===== src/rtl/lsu_pkg.sv =====
// Shared types, encodings and lane helpers for the load/store sequencer.
package lsu_pkg;

    // Sequencer state encoding.
    typedef logic [1:0] lsu_state_t;
    localparam lsu_state_t ST_IDLE = 2'd0;
    localparam lsu_state_t ST_REQ  = 2'd1;
    localparam lsu_state_t ST_RESP = 2'd2;
    localparam lsu_state_t ST_DONE = 2'd3;

    // Load type codes as produced by main decoding.
    localparam logic [2:0] LT_LB  = 3'b000;
    localparam logic [2:0] LT_LH  = 3'b001;
    localparam logic [2:0] LT_LW  = 3'b010;
    localparam logic [2:0] LT_LBU = 3'b011;
    localparam logic [2:0] LT_LHU = 3'b100;

    // Access size codes; identical to the store_type encoding so a store
    // type can be used directly as a size.
    localparam logic [1:0] SZ_WORD = 2'b00;
    localparam logic [1:0] SZ_HALF = 2'b01;
    localparam logic [1:0] SZ_BYTE = 2'b10;
    localparam logic [1:0] SZ_BAD  = 2'b11;

    // Map a load type to its access size; undefined codes map to SZ_BAD.
    function automatic logic [1:0] load_size(input logic [2:0] lt);
        logic [1:0] sz;
        case (lt)
            LT_LB, LT_LBU: sz = SZ_BYTE;
            LT_LH, LT_LHU: sz = SZ_HALF;
            LT_LW:         sz = SZ_WORD;
            default:       sz = SZ_BAD;
        endcase
        return sz;
    endfunction

    // An access is rejected when it is not naturally aligned or its size is undefined.
    function automatic logic misaligned(input logic [1:0] sz, input logic [1:0] a);
        logic bad;
        case (sz)
            SZ_WORD: bad = (a != 2'b00);
            SZ_HALF: bad = a[0];
            SZ_BYTE: bad = 1'b0;
            default: bad = 1'b1;
        endcase
        return bad;
    endfunction

    // Byte enables for an access of the given size at byte offset a.
    function automatic logic [3:0] be_gen(input logic [1:0] sz, input logic [1:0] a);
        logic [3:0] be;
        case (sz)
            SZ_BYTE: be = 4'b0001 << a;
            SZ_HALF: be = 4'b0011 << {a[1], 1'b0};
            default: be = 4'b1111;
        endcase
        return be;
    endfunction

    // Replicate store data across every lane so the enabled lanes carry it.
    function automatic logic [31:0] wdata_rep(input logic [1:0] sz, input logic [31:0] wd);
        logic [31:0] rep;
        case (sz)
            SZ_BYTE: rep = {4{wd[7:0]}};
            SZ_HALF: rep = {2{wd[15:0]}};
            default: rep = wd;
        endcase
        return rep;
    endfunction

endpackage


===== src/rtl/lsu_align.sv =====
// Read-data lane selection and sign/zero extension for loads.
module lsu_align
    import lsu_pkg::*;
(
    input  logic [31:0] rdata,
    input  logic [1:0]  lane,
    input  logic [2:0]  load_type,
    output logic [31:0] data
);

    logic [7:0]  byte_v;
    logic [15:0] half_v;

    // Pick the addressed byte/halfword and extend it to 32 bits.
    always_comb begin
        case (lane)
            2'd0:    byte_v = rdata[7:0];
            2'd1:    byte_v = rdata[15:8];
            2'd2:    byte_v = rdata[23:16];
            default: byte_v = rdata[31:24];
        endcase
        half_v = lane[1] ? rdata[31:16] : rdata[15:0];
        case (load_type)
            LT_LB:   data = {{24{byte_v[7]}}, byte_v};
            LT_LBU:  data = {24'd0, byte_v};
            LT_LH:   data = {{16{half_v[15]}}, half_v};
            LT_LHU:  data = {16'd0, half_v};
            LT_LW:   data = rdata;
            default: data = 32'd0;
        endcase
    end

endmodule


===== src/rtl/lsu_ctrl.sv =====
// Load/store sequencer: accepts one core access, runs it as a single
// req/gnt + rvalid bus transaction, and stalls the core until it finishes.
// Handshake: bus_req is held with stable bus_* fields until a cycle with
// bus_gnt=1; the access then completes on the first cycle with bus_rvalid=1
// (which may be the gnt cycle itself). rvalid at any other time is ignored.
module lsu_ctrl
    import lsu_pkg::*;
#(
    parameter int TIMEOUT = 255
)
(
    input  logic        clk,
    input  logic        rst_n,
    input  logic        load_en,
    input  logic        store_en,
    input  logic [2:0]  load_type,
    input  logic [1:0]  store_type,
    input  logic [31:0] addr,
    input  logic [31:0] wdata,
    output logic        stall,
    output logic [31:0] load_data,
    output logic        misalign_err,
    output logic        timeout_err,
    output logic        bus_req,
    output logic        bus_we,
    output logic [31:0] bus_addr,
    output logic [3:0]  bus_be,
    output logic [31:0] bus_wdata,
    input  logic        bus_gnt,
    input  logic        bus_rvalid,
    input  logic [31:0] bus_rdata
);

    localparam logic [8:0] TMO_LIMIT = 9'(TIMEOUT);

    lsu_state_t  state;
    lsu_state_t  state_next;
    logic [7:0]  tmo_cnt;
    logic [8:0]  tmo_inc;
    logic [1:0]  lat_lane;
    logic [2:0]  lat_type;
    logic        lat_load;
    logic [1:0]  acc_size;
    logic        access;
    logic        acc_bad;
    logic        accept;
    logic        busy;
    logic        complete;
    logic        tmo_hit;
    logic [31:0] aligned_data;

    // Decode the incoming access and the completion/timeout conditions.
    always_comb begin
        access   = load_en | store_en;
        acc_size = store_en ? store_type : load_size(load_type);
        acc_bad  = misaligned(acc_size, addr[1:0]);
        accept   = (state == ST_IDLE) & access & ~acc_bad;
        busy     = (state == ST_REQ) | (state == ST_RESP);
        complete = ((state == ST_REQ) & bus_gnt & bus_rvalid) |
                   ((state == ST_RESP) & bus_rvalid);
        tmo_inc  = {1'b0, tmo_cnt} + 9'd1;
        tmo_hit  = busy & ~complete & (tmo_inc == TMO_LIMIT);
    end

    // Core-facing status; IDLE terms are gated by reset so every output is 0 in reset.
    always_comb begin
        stall        = rst_n & (accept | busy);
        misalign_err = rst_n & (state == ST_IDLE) & access & acc_bad;
        timeout_err  = tmo_hit;
        bus_req      = (state == ST_REQ);
    end

    // Next-state selection.
    always_comb begin
        state_next = state;
        case (state)
            ST_IDLE: if (accept) state_next = ST_REQ;
            ST_REQ: begin
                if (complete || tmo_hit) state_next = ST_DONE;
                else if (bus_gnt)        state_next = ST_RESP;
            end
            ST_RESP: if (complete || tmo_hit) state_next = ST_DONE;
            ST_DONE: state_next = ST_IDLE;
            default: state_next = ST_IDLE;
        endcase
    end

    // State register.
    always_ff @(posedge clk or negedge rst_n) begin
        if (!rst_n) state <= ST_IDLE;
        else        state <= state_next;
    end

    // Timeout counter: cleared on acceptance, counts every REQ/RESP cycle.
    always_ff @(posedge clk or negedge rst_n) begin
        if (!rst_n)      tmo_cnt <= 8'd0;
        else if (accept) tmo_cnt <= 8'd0;
        else if (busy)   tmo_cnt <= tmo_inc[7:0];
    end

    // Latch bus fields and load formatting info when an access is accepted.
    always_ff @(posedge clk or negedge rst_n) begin
        if (!rst_n) begin
            bus_we    <= 1'b0;
            bus_addr  <= 32'd0;
            bus_be    <= 4'd0;
            bus_wdata <= 32'd0;
            lat_lane  <= 2'd0;
            lat_type  <= 3'd0;
            lat_load  <= 1'b0;
        end else if (accept) begin
            bus_we    <= store_en;
            bus_addr  <= {addr[31:2], 2'b00};
            bus_be    <= be_gen(acc_size, addr[1:0]);
            bus_wdata <= wdata_rep(acc_size, wdata);
            lat_lane  <= addr[1:0];
            lat_type  <= load_type;
            lat_load  <= ~store_en;
        end
    end

    lsu_align u_align (
        .rdata     (bus_rdata),
        .lane      (lat_lane),
        .load_type (lat_type),
        .data      (aligned_data)
    );

    // Capture the formatted load result on completion; an abort returns 0.
    always_ff @(posedge clk or negedge rst_n) begin
        if (!rst_n)                    load_data <= 32'd0;
        else if (tmo_hit)              load_data <= 32'd0;
        else if (complete && lat_load) load_data <= aligned_data;
    end

endmodule


===== config.mk =====
export PLATFORM = sky130hd
export DESIGN_NAME = lsu_ctrl
export DESIGN_NICKNAME = d
export VERILOG_FILES = /design/src/rtl/lsu_pkg.sv /design/src/rtl/lsu_align.sv /design/src/rtl/lsu_ctrl.sv
export SDC_FILE = /design/constraint.sdc
export NUM_CORES = 1
export LEC_CHECK = 0
export BUFFER_PORTS_ARGS = -buffer_cell sky130_fd_sc_hd__buf_2
export CAP_MARGIN = 20
export CORE_UTILIZATION = 50
export DETAILED_ROUTE_END_ITERATION = 10
export PLACE_DENSITY = 0.81
export SLEW_MARGIN = 10
export SYNTH_ARGS = -nofsm -noshare
export SYNTH_HDL_FRONTEND = slang
export SYNTH_SLANG_ARGS = --single-unit

===== constraint.sdc =====
create_clock -name clk -period 4.9 [get_ports clk]
set_input_delay 0.735 -clock clk [delete_from_list [all_inputs] [get_ports clk]]
set_output_delay 0.735 -clock clk [all_outputs]
set_load 0.02 [all_outputs]

; Yosys cells after proc, flatten, opt, wreduce, memory -nomap -nowiden
; Cells that the tools add are included.
[word_totals]
ff_bits = 115
romBits = 0
memories = 0
latchBits = 0
in_bits = 107
mem_bits_rw = 0
wordCells = 80
output_inout_bits = 105
[classes]
shifts = 2
add_sub_neg = 1
n_lt_le_gt_ge = 0
div = 0
bitwise = 18
n_reduce_logical = 13
muxes = 17
mul = 0
n_eq_ne = 19
[op_table]
columns = op, count
row1 = $pmux 32 s5, 1
row2 = $mux 32, 2
row3 = $pmux 32 s2, 1
row4 = $pmux 8 s3, 1
row5 = $mux 16, 1
row6 = $mux 8, 2
row7 = $eq 3x2->1 const B, 4
row8 = $and 1x1->1, 11
row9 = $mux 2, 5
row10 = $add 8x1->9 const B, 1
row11 = $eq 9x8->1 const B, 1
row12 = $eq 2x2->1 const B, 4
row13 = $pmux 2 s4, 1
row14 = $pmux 4 s2, 1
row15 = $eq 2x1->1 const B, 3
row16 = $eq 3x1->1 const B, 2
row17 = $eq 3x3->1 const B, 2
row18 = $logic_not 2->1, 3
row19 = $logic_not 3->1, 2
row20 = $pmux 2 s3, 1
row21 = $reduce_bool 2->1, 3
row22 = $or 1x1->1, 4
row23 = $reduce_or 2->1, 2
row24 = $shl 1x2->4 const A, 1
row25 = 9 further kinds, 11

; Depth between registers and ports, before layout
; Gate-level depths: netlist (run 1).
[logic_depth]
word_depth = 10
ltp_mapped = 14

; Hierarchy
; From an unflattened synthesis (run 1), not the netlist that was laid out.
[unflattened]
hier_cells = 725
area_unflattened_um2 = 6289.8
[modules_own_cells]
columns = mod, area_per_inst_um2, seq_area_each_um2, n_inst, cells_each
row1 = lsu_ctrl, 5230.0, 2877.8, 1, 594
row2 = lsu_align, 1059.8, 0.0, 1, 131

; Worst setup path before layout (run 1)
; Ideal clock, no wire load.
[synth_timing]
path_kind = input to output
startpoint = in load_type[0]
endpoint = out stall
t_arrival_ns = 2.541
path_slack_ns = 1.624
required_time_ns = 4.165
path_stages = 11
path_cell_list = xnor2_1 > nor2_1 > a211oi_1 > a21o_1 > inv_1 > ha_1 > a21oi_1 > o21bai_1 > nor2_1 > clkbuf_1 > o21a_1
[synth_via]
elab_chain_cells = 10
word_cells_on_any_way = 17
classes_between = eq/ne: 6 / mux: 3 / bitwise: 4 / reduce/logical: 4
[synth_rtl]
columns = item, line
row1 = from (decl), lsu_ctrl.sv:16  ; input logic [2:0] load_type,
row2 = $eq 3x1->1 (tied with other cells), lsu_pkg.sv:28  ; case (lt)
row3 = $reduce_or 2->1, lsu_pkg.sv:28
row4 = $pmux 2 s3 (*), lsu_pkg.sv:28
row5 = $mux 2 (*), lsu_ctrl.sv:55  ; acc_size = store_en ? store_type : load_size(load_type);
row6 = $eq 2x2->1 (tied with other cells), lsu_pkg.sv:40  ; case (sz)
row7 = $pmux 1 s3 (*), lsu_pkg.sv:40
row8 = $not 1->1 (*), lsu_ctrl.sv:57  ; accept = (state == ST_IDLE) & access & ~acc_bad;
row9 = $and 1x1->1 (*), lsu_ctrl.sv:57
row10 = $or 1x1->1 (*), lsu_ctrl.sv:67  ; stall = rst_n & (accept | busy);
row11 = $and 1x1->1 (*), lsu_ctrl.sv:67
row12 = to (decl), lsu_ctrl.sv:20  ; output logic stall,
; Every way passes the cells marked *; elsewhere a longest branch is shown, timed or not.

; Final worst setup path (run 1)
[layout_timing]
startpoint = in load_type[0]
endpoint = out misalign_err
[layout_via]
elab_chain_cells = 7
word_cells_on_any_way = 14
classes_between = eq/ne: 6 / mux: 3 / bitwise: 1 / reduce/logical: 4
[layout_rtl]
columns = item, line
row1 = $eq 3x1->1 (tied with other cells), lsu_pkg.sv:28
row2 = $reduce_or 2->1, lsu_pkg.sv:28
row3 = $pmux 2 s3 (*), lsu_pkg.sv:28
row4 = $mux 2 (*), lsu_ctrl.sv:55
row5 = $eq 2x2->1 (tied with other cells), lsu_pkg.sv:40
row6 = $pmux 1 s3 (*), lsu_pkg.sv:40
row7 = $and 1x1->1 (*), lsu_ctrl.sv:68  ; misalign_err = rst_n & (state == ST_IDLE) & access & acc_bad;
row8 = to (decl), lsu_ctrl.sv:22  ; output logic misalign_err,
; Marked as above.

==> results.json, run 1 <==
{
  "ys_seq_elements": 115,
  "gr-usage-all-layers_pct": 27.5,
  "drv_slew": 0,
  "ctsHoldBuffers": 0,
  "synth_flop_cell": "dfrtp_1",
  "drt-total-wl_um": 15600,
  "switching_share_pct": 41.4,
  "cts_resized": 0,
  "dr.pass1.iters": 8,
  "ys_warn_count": 0,
  "grt_remaining_overflow": 0,
  "final_nets": 889,
  "chipWidth_um": 108,
  "grtUsageMet3_pct": 8.50,
  "synth-edff-count": 0,
  "grt_max_degree": 96,
  "cap_violations": 0,
  "p_switching_w": 0.00220,
  "critical_path_required_ns": 4.16,
  "drt_iter0_markers": 457,
  "ioPinCount": 212,
  "fmax_mhz": 282,
  "cts_buffer_depth": 2,
  "power_frac_clock_pct": 25.4,
  "clock_skew_ns": 0.00953,
  "first_global_vias": 5222,
  "worst_setup_path_end_kind": "primary output",
  "diodes": 0,
  "coreArea_um2": 10900,
  "cts_made_buffers": 17,
  "run_status": "complete, no violations",
  "cp-start-kind": "input pin",
  "cts-root-buf": "clkbuf_8",
  "min_path_type": "in -> async",
  "seq_area_um2": 2880,
  "async_flop_share_pct": 100,
  "seqPwrFrac_pct": 31.9,
  "p_int_w": 0.00311,
  "arrival_ns": 2.81,
  "detail-route-antenna-nets": 0,
  "nFillCells": 828,
  "holdWs_ns": 0.255,
  "io_buffers": 209,
  "ys_seq_area_share_pct": 51.1,
  "fin_crit_sh_pct": 72.4,
  "synth_cell_types": 54,
  "syn_area_per_cell_um2": 9.63,
  "dieArea_um2": 11700,
  "wl_per_cell_um": 16.8,
  "cts_tree": "built",
  "met2_usage_pct": 45.1,
  "grt-busiest-layer": "met2",
  "place_hpwl_um": 10900,
  "die_h_um": 108,
  "htreeDepth": 4,
  "clkTransAtPathRegs_ns": 0.06,
  "period_minus_slack_ns": 3.55,
  "p_leak_nw": 3.81,
  "area_growth_syn_to_layout_pct": 30.7,
  "grt_util_met1_pct": 33.5,
  "netlist_instances": 584,
  "p_total_w": 0.00531,
  "insertion_delay_ns": 0.52,
  "finalSetupTns_ns": 0,
  "critPathMaxFanout": 12,
  "drc": 0,
  "critPathKind": "in -> out",
  "hold_viol_final": 0,
  "layout-drive-gt1-share_pct": 33.6,
  "post_cts_buffers": 0,
  "worstMarginPinSlew_ns": 1.05,
  "antenna_found_initial": 0,
  "via_per_inst": 5.69,
  "place_congestion": 0.825,
  "numClockSinks": 115,
  "multi_input_area_um2": 2530,
  "finalSetupViolCount": 0,
  "combPwrFrac_pct": 42.7,
  "irDropWorstVdd_mv": 0.434,
  "rsz0062_at_grt": "false",
  "rows": 38,
  "p_per_area_nw_per_um2": 723,
  "start_util_pct": 51.7,
  "grt_pass1_wl_um": 24700,
  "vias": 5265,
  "max_slew_margin_pct": 29.8,
  "syn_area_um2": 5630
}
==> state kept, by name, indices dropped and copies added, names as in the netlist <==
signal / cells
state: 2
tmo_cnt: 8
load_data: 32
lat_load: 1
bus_wdata: 32
bus_addr: 30
lat_type: 3
bus_be: 4
bus_we: 1
lat_lane: 2
==> layout by cell type (no fill, tap or decap), types with 9 or more instances in the layout <==
| cell type | count |
|---|---|
| a21o_1 | 9 |
| a21oi_1 | 24 |
| a221oi_1 | 16 |
| buf_2 | 208 |
| clkbuf_16 | 16 |
| dfrtp_1 | 115 |
| ha_1 | 9 |
| inv_1 | 9 |
| nand2_1 | 170 |
| nor2_1 | 38 |
| nor2b_1 | 18 |
| o2bb2ai_1 | 25 |
| o31ai_1 | 16 |
==> synth_stat cells, types with 7 or more instances <==
cell type	n	area (µm²)
a21o_1	9	67.6
o2bb2ai_1	25	219
dfrtp_1	115	2880
a21oi_1	24	120
nor2_1	39	146
o21ai_1	8	40.0
ha_1	9	113
nor2b_1	18	113
clkbuf_1	30	113
inv_1	9	33.8
a31oi_1	7	43.8
o31ai_1	16	120
buf_2	8	40.0
a221oi_1	16	140
a222oi_1	8	80.1
mux4_2	8	180
nand2_1	170	638
==> critical path, stage by stage <==
cell,delay [ns]
buf_2,0.13
xnor2_1,0.12
nor2_1,0.10
a211oi_1,0.08
a21o_1,0.20
inv_1,0.08
ha_1,0.45
a21oi_1,0.13
o21bai_1,0.36
and4b_1,0.26
buf_2,0.17
==> routing by layer <==
layer / up-vias / routed length, µm / share of wire, %
met5: - / 0 / 0
met4: 0 / 350 / 2.2
met3: 39 / 1390 / 8.9
met2: 294 / 7740 / 50
met1: 2521 / 6120 / 39
li1: 2411 / - / -
==> stage by stage <==
stage	instance area (µm²)	std cells	worst slack (ns)	util, %
after floorplan	5630	585	1.62	-
after global placement	6690	893	1.45	61.4
after detailed placement	6700	894	1.27	61.6
after CTS	7350	926	1.36	67.5
after global routing	7350	926	1.17	67.5
final	7350	926	1.35	67.5
==> final cells by class <==
type	count	area share [%]
sequential	115	39.1
multi-input combinational	416	34.4
timing repair buffer	213	14.8
clock buffer	19	6.01
clock inverter	13	2.81
tap	140	2.38
inverter	10	0.511
==> worst paths after layout <==
check,endpoint,startpoint,slack [ns],depth (start not counted)
hold reg to reg,load_data[11],load_data[11],0.47,1
hold / removal,load_data[9],rst_n,0.25,1
min in group clk,bus_addr[10],addr[10],0.40,3
setup reg to reg,load_data[12],state[0],2.37,7
max in group asynchronous,bus_wdata[30],rst_n,3.36,2
setup / recovery,misalign_err,load_type[0],1.35,11
==> cells by family (layout without fill, tap and decap cells) <==
logic type	after synthesis	in the layout	share of synthesized area (%)
buffers and inverters	54	255	4.18
AOI/OAI and AO/OA	131	131	17.6
muxes	13	13	4.18
adders and majority gates	9	9	2.00
DFF	115	115	51.1
and+or+nand+nor	250	250	19.1
other	1	2	0.0666
xor gates and xnor gates	11	11	1.71
==> power by group through the flow <==
stage | Combinational (W) | Sequential (W) | Clock, W
floorplan | 0.00114 | 0.00209 | 0
global placement | 0.00218 | 0.00168 | 0
detailed placement | 0.00227 | 0.00169 | 0
CTS | 0.00227 | 0.00169 | 0.00136
global route | 0.00247 | 0.00175 | 0.00141
finish | 0.00227 | 0.00169 | 0.00135
No activity file was read; power rests on OpenSTA's default activity.
==> inputs of run 2 (changes only) <==
--- a/config.mk
+++ b/config.mk
@@ -5,11 +5,12 @@
 export SDC_FILE = /design/constraint.sdc
 export NUM_CORES = 1
 export LEC_CHECK = 0
+export ABC_AREA = 1
 export BUFFER_PORTS_ARGS = -buffer_cell sky130_fd_sc_hd__buf_2
 export CAP_MARGIN = 20
-export CORE_UTILIZATION = 50
+export CORE_UTILIZATION = 46
 export DETAILED_ROUTE_END_ITERATION = 10
-export PLACE_DENSITY = 0.81
+export PLACE_DENSITY = 0.78
 export SLEW_MARGIN = 10
 export SYNTH_ARGS = -nofsm -noshare
 export SYNTH_HDL_FRONTEND = slang
==> constraint.sdc (replaced) <==
create_clock -name clk -period 3.1 [get_ports clk]
set_input_delay 0.465 -clock clk [delete_from_list [all_inputs] [get_ports clk]]
set_output_delay 0.465 -clock clk [all_outputs]
set_load 0.02 [all_outputs]
==> results.json, run 2 <==
{
  "synth-edff-count": 0,
  "htreeDepth": 4,
  "syn_area_per_cell_um2": 7.79,
  "irDropWorstVdd_mv": 0.546,
  "critPathMaxFanout": 7,
  "synth_top_family_by_area": "simple AND/OR/NAND/NOR gates",
  "largestRegisters": "bus_wdata x32, load_data x32, bus_addr x30",
  "rows": 41,
  "p_leak_nw": 4.38,
  "drv_slew": 0,
  "diodes": 0,
  "final_nets": 1094,
  "via_per_inst": 5.17,
  "antenna_found_initial": 1,
  "cap_violations": 0,
  "reg2reg_from": "tmo_cnt[0]",
  "first_global_vias": 5543,
  "post_cts_buffers": 0,
  "drt_iter0_markers": 423,
  "layout_commonest_cell": "nand2_1",
  "die_h_um": 116,
  "synth_flop_cell": "dfrtp_1",
  "yosysMostFrequentCell": "nand2_1",
  "grt_remaining_overflow": 0,
  "place_congestion": 0.868,
  "area_growth_syn_to_layout_pct": 30.3,
  "insertion_delay_ns": 0.41,
  "cts_buffer_depth": 2,
  "finalSetupViolCount": 0,
  "critPathKind": "in -> out",
  "nFillCells": 1173,
  "start_util_pct": 47.4,
  "numClockSinks": 115,
  "cp-start-kind": "input pin",
  "p_per_area_nw_per_um2": 1080,
  "place_hpwl_um": 12100,
  "ys_warn_count": 0,
  "period_minus_slack_ns": 2.95,
  "startpoint": "store_en",
  "worstMarginPinSlew_ns": 0.840,
  "ys_seq_area_share_pct": 47.7,
  "synth.top_cells.by_count": "nand2_1, dfrtp_1, o21ai_0",
  "coreArea_um2": 12700,
  "layout-drive-gt1-share_pct": 28.8,
  "worst_setup_path_end_kind": "primary output",
  "dr.pass1.iters": 5,
  "chipWidth_um": 116,
  "synth_adder_area_share_pct": 1.87,
  "rsz0062_at_grt": "false",
  "arrival_ns": 2.48,
  "ys_seq_elements": 115,
  "clkTransAtPathRegs_ns": 0.05,
  "dieArea_um2": 13600,
  "io_buffers": 209,
  "fmax_mhz": 339,
  "cts_made_buffers": 17,
  "detail-route-antenna-nets": 0,
  "synth_top_area_share_pct": 47.7,
  "gr-usage-all-layers_pct": 25.9,
  "netlist_instances": 774,
  "clock_skew_ns": 0.00794,
  "synth_xor_area_share_pct": 0,
  "cts-root-buf": "clkbuf_16",
  "synth_area_leaders": "dfrtp_1, nand2_1, o21ai_0, inv_1, nand3_1",
  "cts_tree": "built",
  "ctsHoldBuffers": 0,
  "async_flop_share_pct": 100,
  "synth_compound_area_share_pct": 14.9,
  "syn_area_um2": 6030,
  "synth.area.mux_share_pct": 0,
  "drc": 0,
  "hold_viol_final": 0,
  "synthSimpleGateAreaFrac_pct": 27.3,
  "wl_per_cell_um": 14.6,
  "cts_resized": 0,
  "min_path_type": "in -> async",
  "synth_largest_area_cell": "dfrtp_1",
  "critical_path_required_ns": 2.63,
  "drt-total-wl_um": 16900,
  "finalSetupTns_ns": 0,
  "run_status": "complete, no violations",
  "vias": 6017,
  "grt_pass1_wl_um": 26900,
  "ioPinCount": 212,
  "grt_max_degree": 68,
  "finish.utilization_pct": 61.7,
  "max_slew_margin_pct": 44.0,
  "fin_crit_sh_pct": 95.1,
  "final_cell_mix": "nand2_1, buf_2, dfrtp_1",
  "synth_cell_types": 39
}
## run 2: changes by cell type after synthesis, moves of 18 or more
cell	delta
inv_1	+61
nand2_1	+126
o2bb2ai_1	-19
nor2b_1	-18
nand3_1	+35
o21ai_0	+82
## run 2: per-stage QoR
| step | setup WS (ns) | instances | power [W] | hold slack, ns | instance area [µm²] |
|---|---|---|---|---|---|
| after floorplan | 0.515 | 775 | 0.00514 | 0.169 | 6030 |
| after global placement | 0.213 | 1131 | 0.00627 | 0.457 | 7200 |
| after detailed placement | 0.0877 | 1131 | 0.00634 | 0.461 | 7200 |
| after CTS | 0.0772 | 1163 | 0.00851 | 0.212 | 7850 |
| after global routing | 0.00439 | 1163 | 0.00909 | 0.234 | 7860 |
| final | 0.152 | 1163 | 0.00850 | 0.187 | 7860 |
## run 2: cells by family (layout without fill, tap and decap cells)
logic type               Yosys count  count (layout)
AND/OR/NAND/NOR                  385             385
AO/OA/AOI/OAI                    152             152
flip-flops                       115             115
buffers and inverters            112             328
adder cells (fa/ha/maj)            9               9
other                              1               2
## run 2: final timing paths
check                                endpoint  slack (ns)  cells past startpoint
max in group asynchronous        bus_addr[19]        2.28                      2
worst min-delay path               tmo_cnt[6]        0.19                      2
worst min register to register   bus_addr[26]        0.47                      2
min in group clk                 bus_addr[24]        0.24                      3
worst max-delay path                    stall        0.15                     16
worst max register to register  load_data[13]        1.11                     10
## run 2: final cells by class
class	instances	area, µm²	share of cell area [%]
clock buffers	25	505	6.44
clock inverters	7	144	1.83
inverters	74	278	3.54
multi-input cells	548	2680	34.1
flip-flops and latches	115	2880	36.6
well taps	172	215	2.74
repair buffers	222	1160	14.7
## run 2: metal layers
layer,vias to the layer above,routed length (µm),track usage [%]
li1,2903,-,-
met1,2789,7210,34.1
met2,283,7960,40.6
met3,40,1380,6.85
met5,-,13,0
met4,2,366,10.5
## run 2: power by group
group | leakage (nW) | internal (W) | switching, W
clock network | 0.310 | 0.00145 | 0.000682
logic | 2.61 | 0.00126 | 0.00249
registers | 1.45 | 0.00217 | 0.000438
## run 2: worst max-delay path: stages
cell and delay (ns):
buf_2 0.13, inv_1 0.07, or2_2 0.27, o21ai_0 0.16, inv_1 0.13, ha_2 0.24
nand2_1 0.07, inv_1 0.04, o22ai_1 0.10, nand2_1 0.08, inv_1 0.09, nand2_2 0.12
nand2_2 0.12, inv_1 0.11, nor2_1 0.10, buf_2 0.18
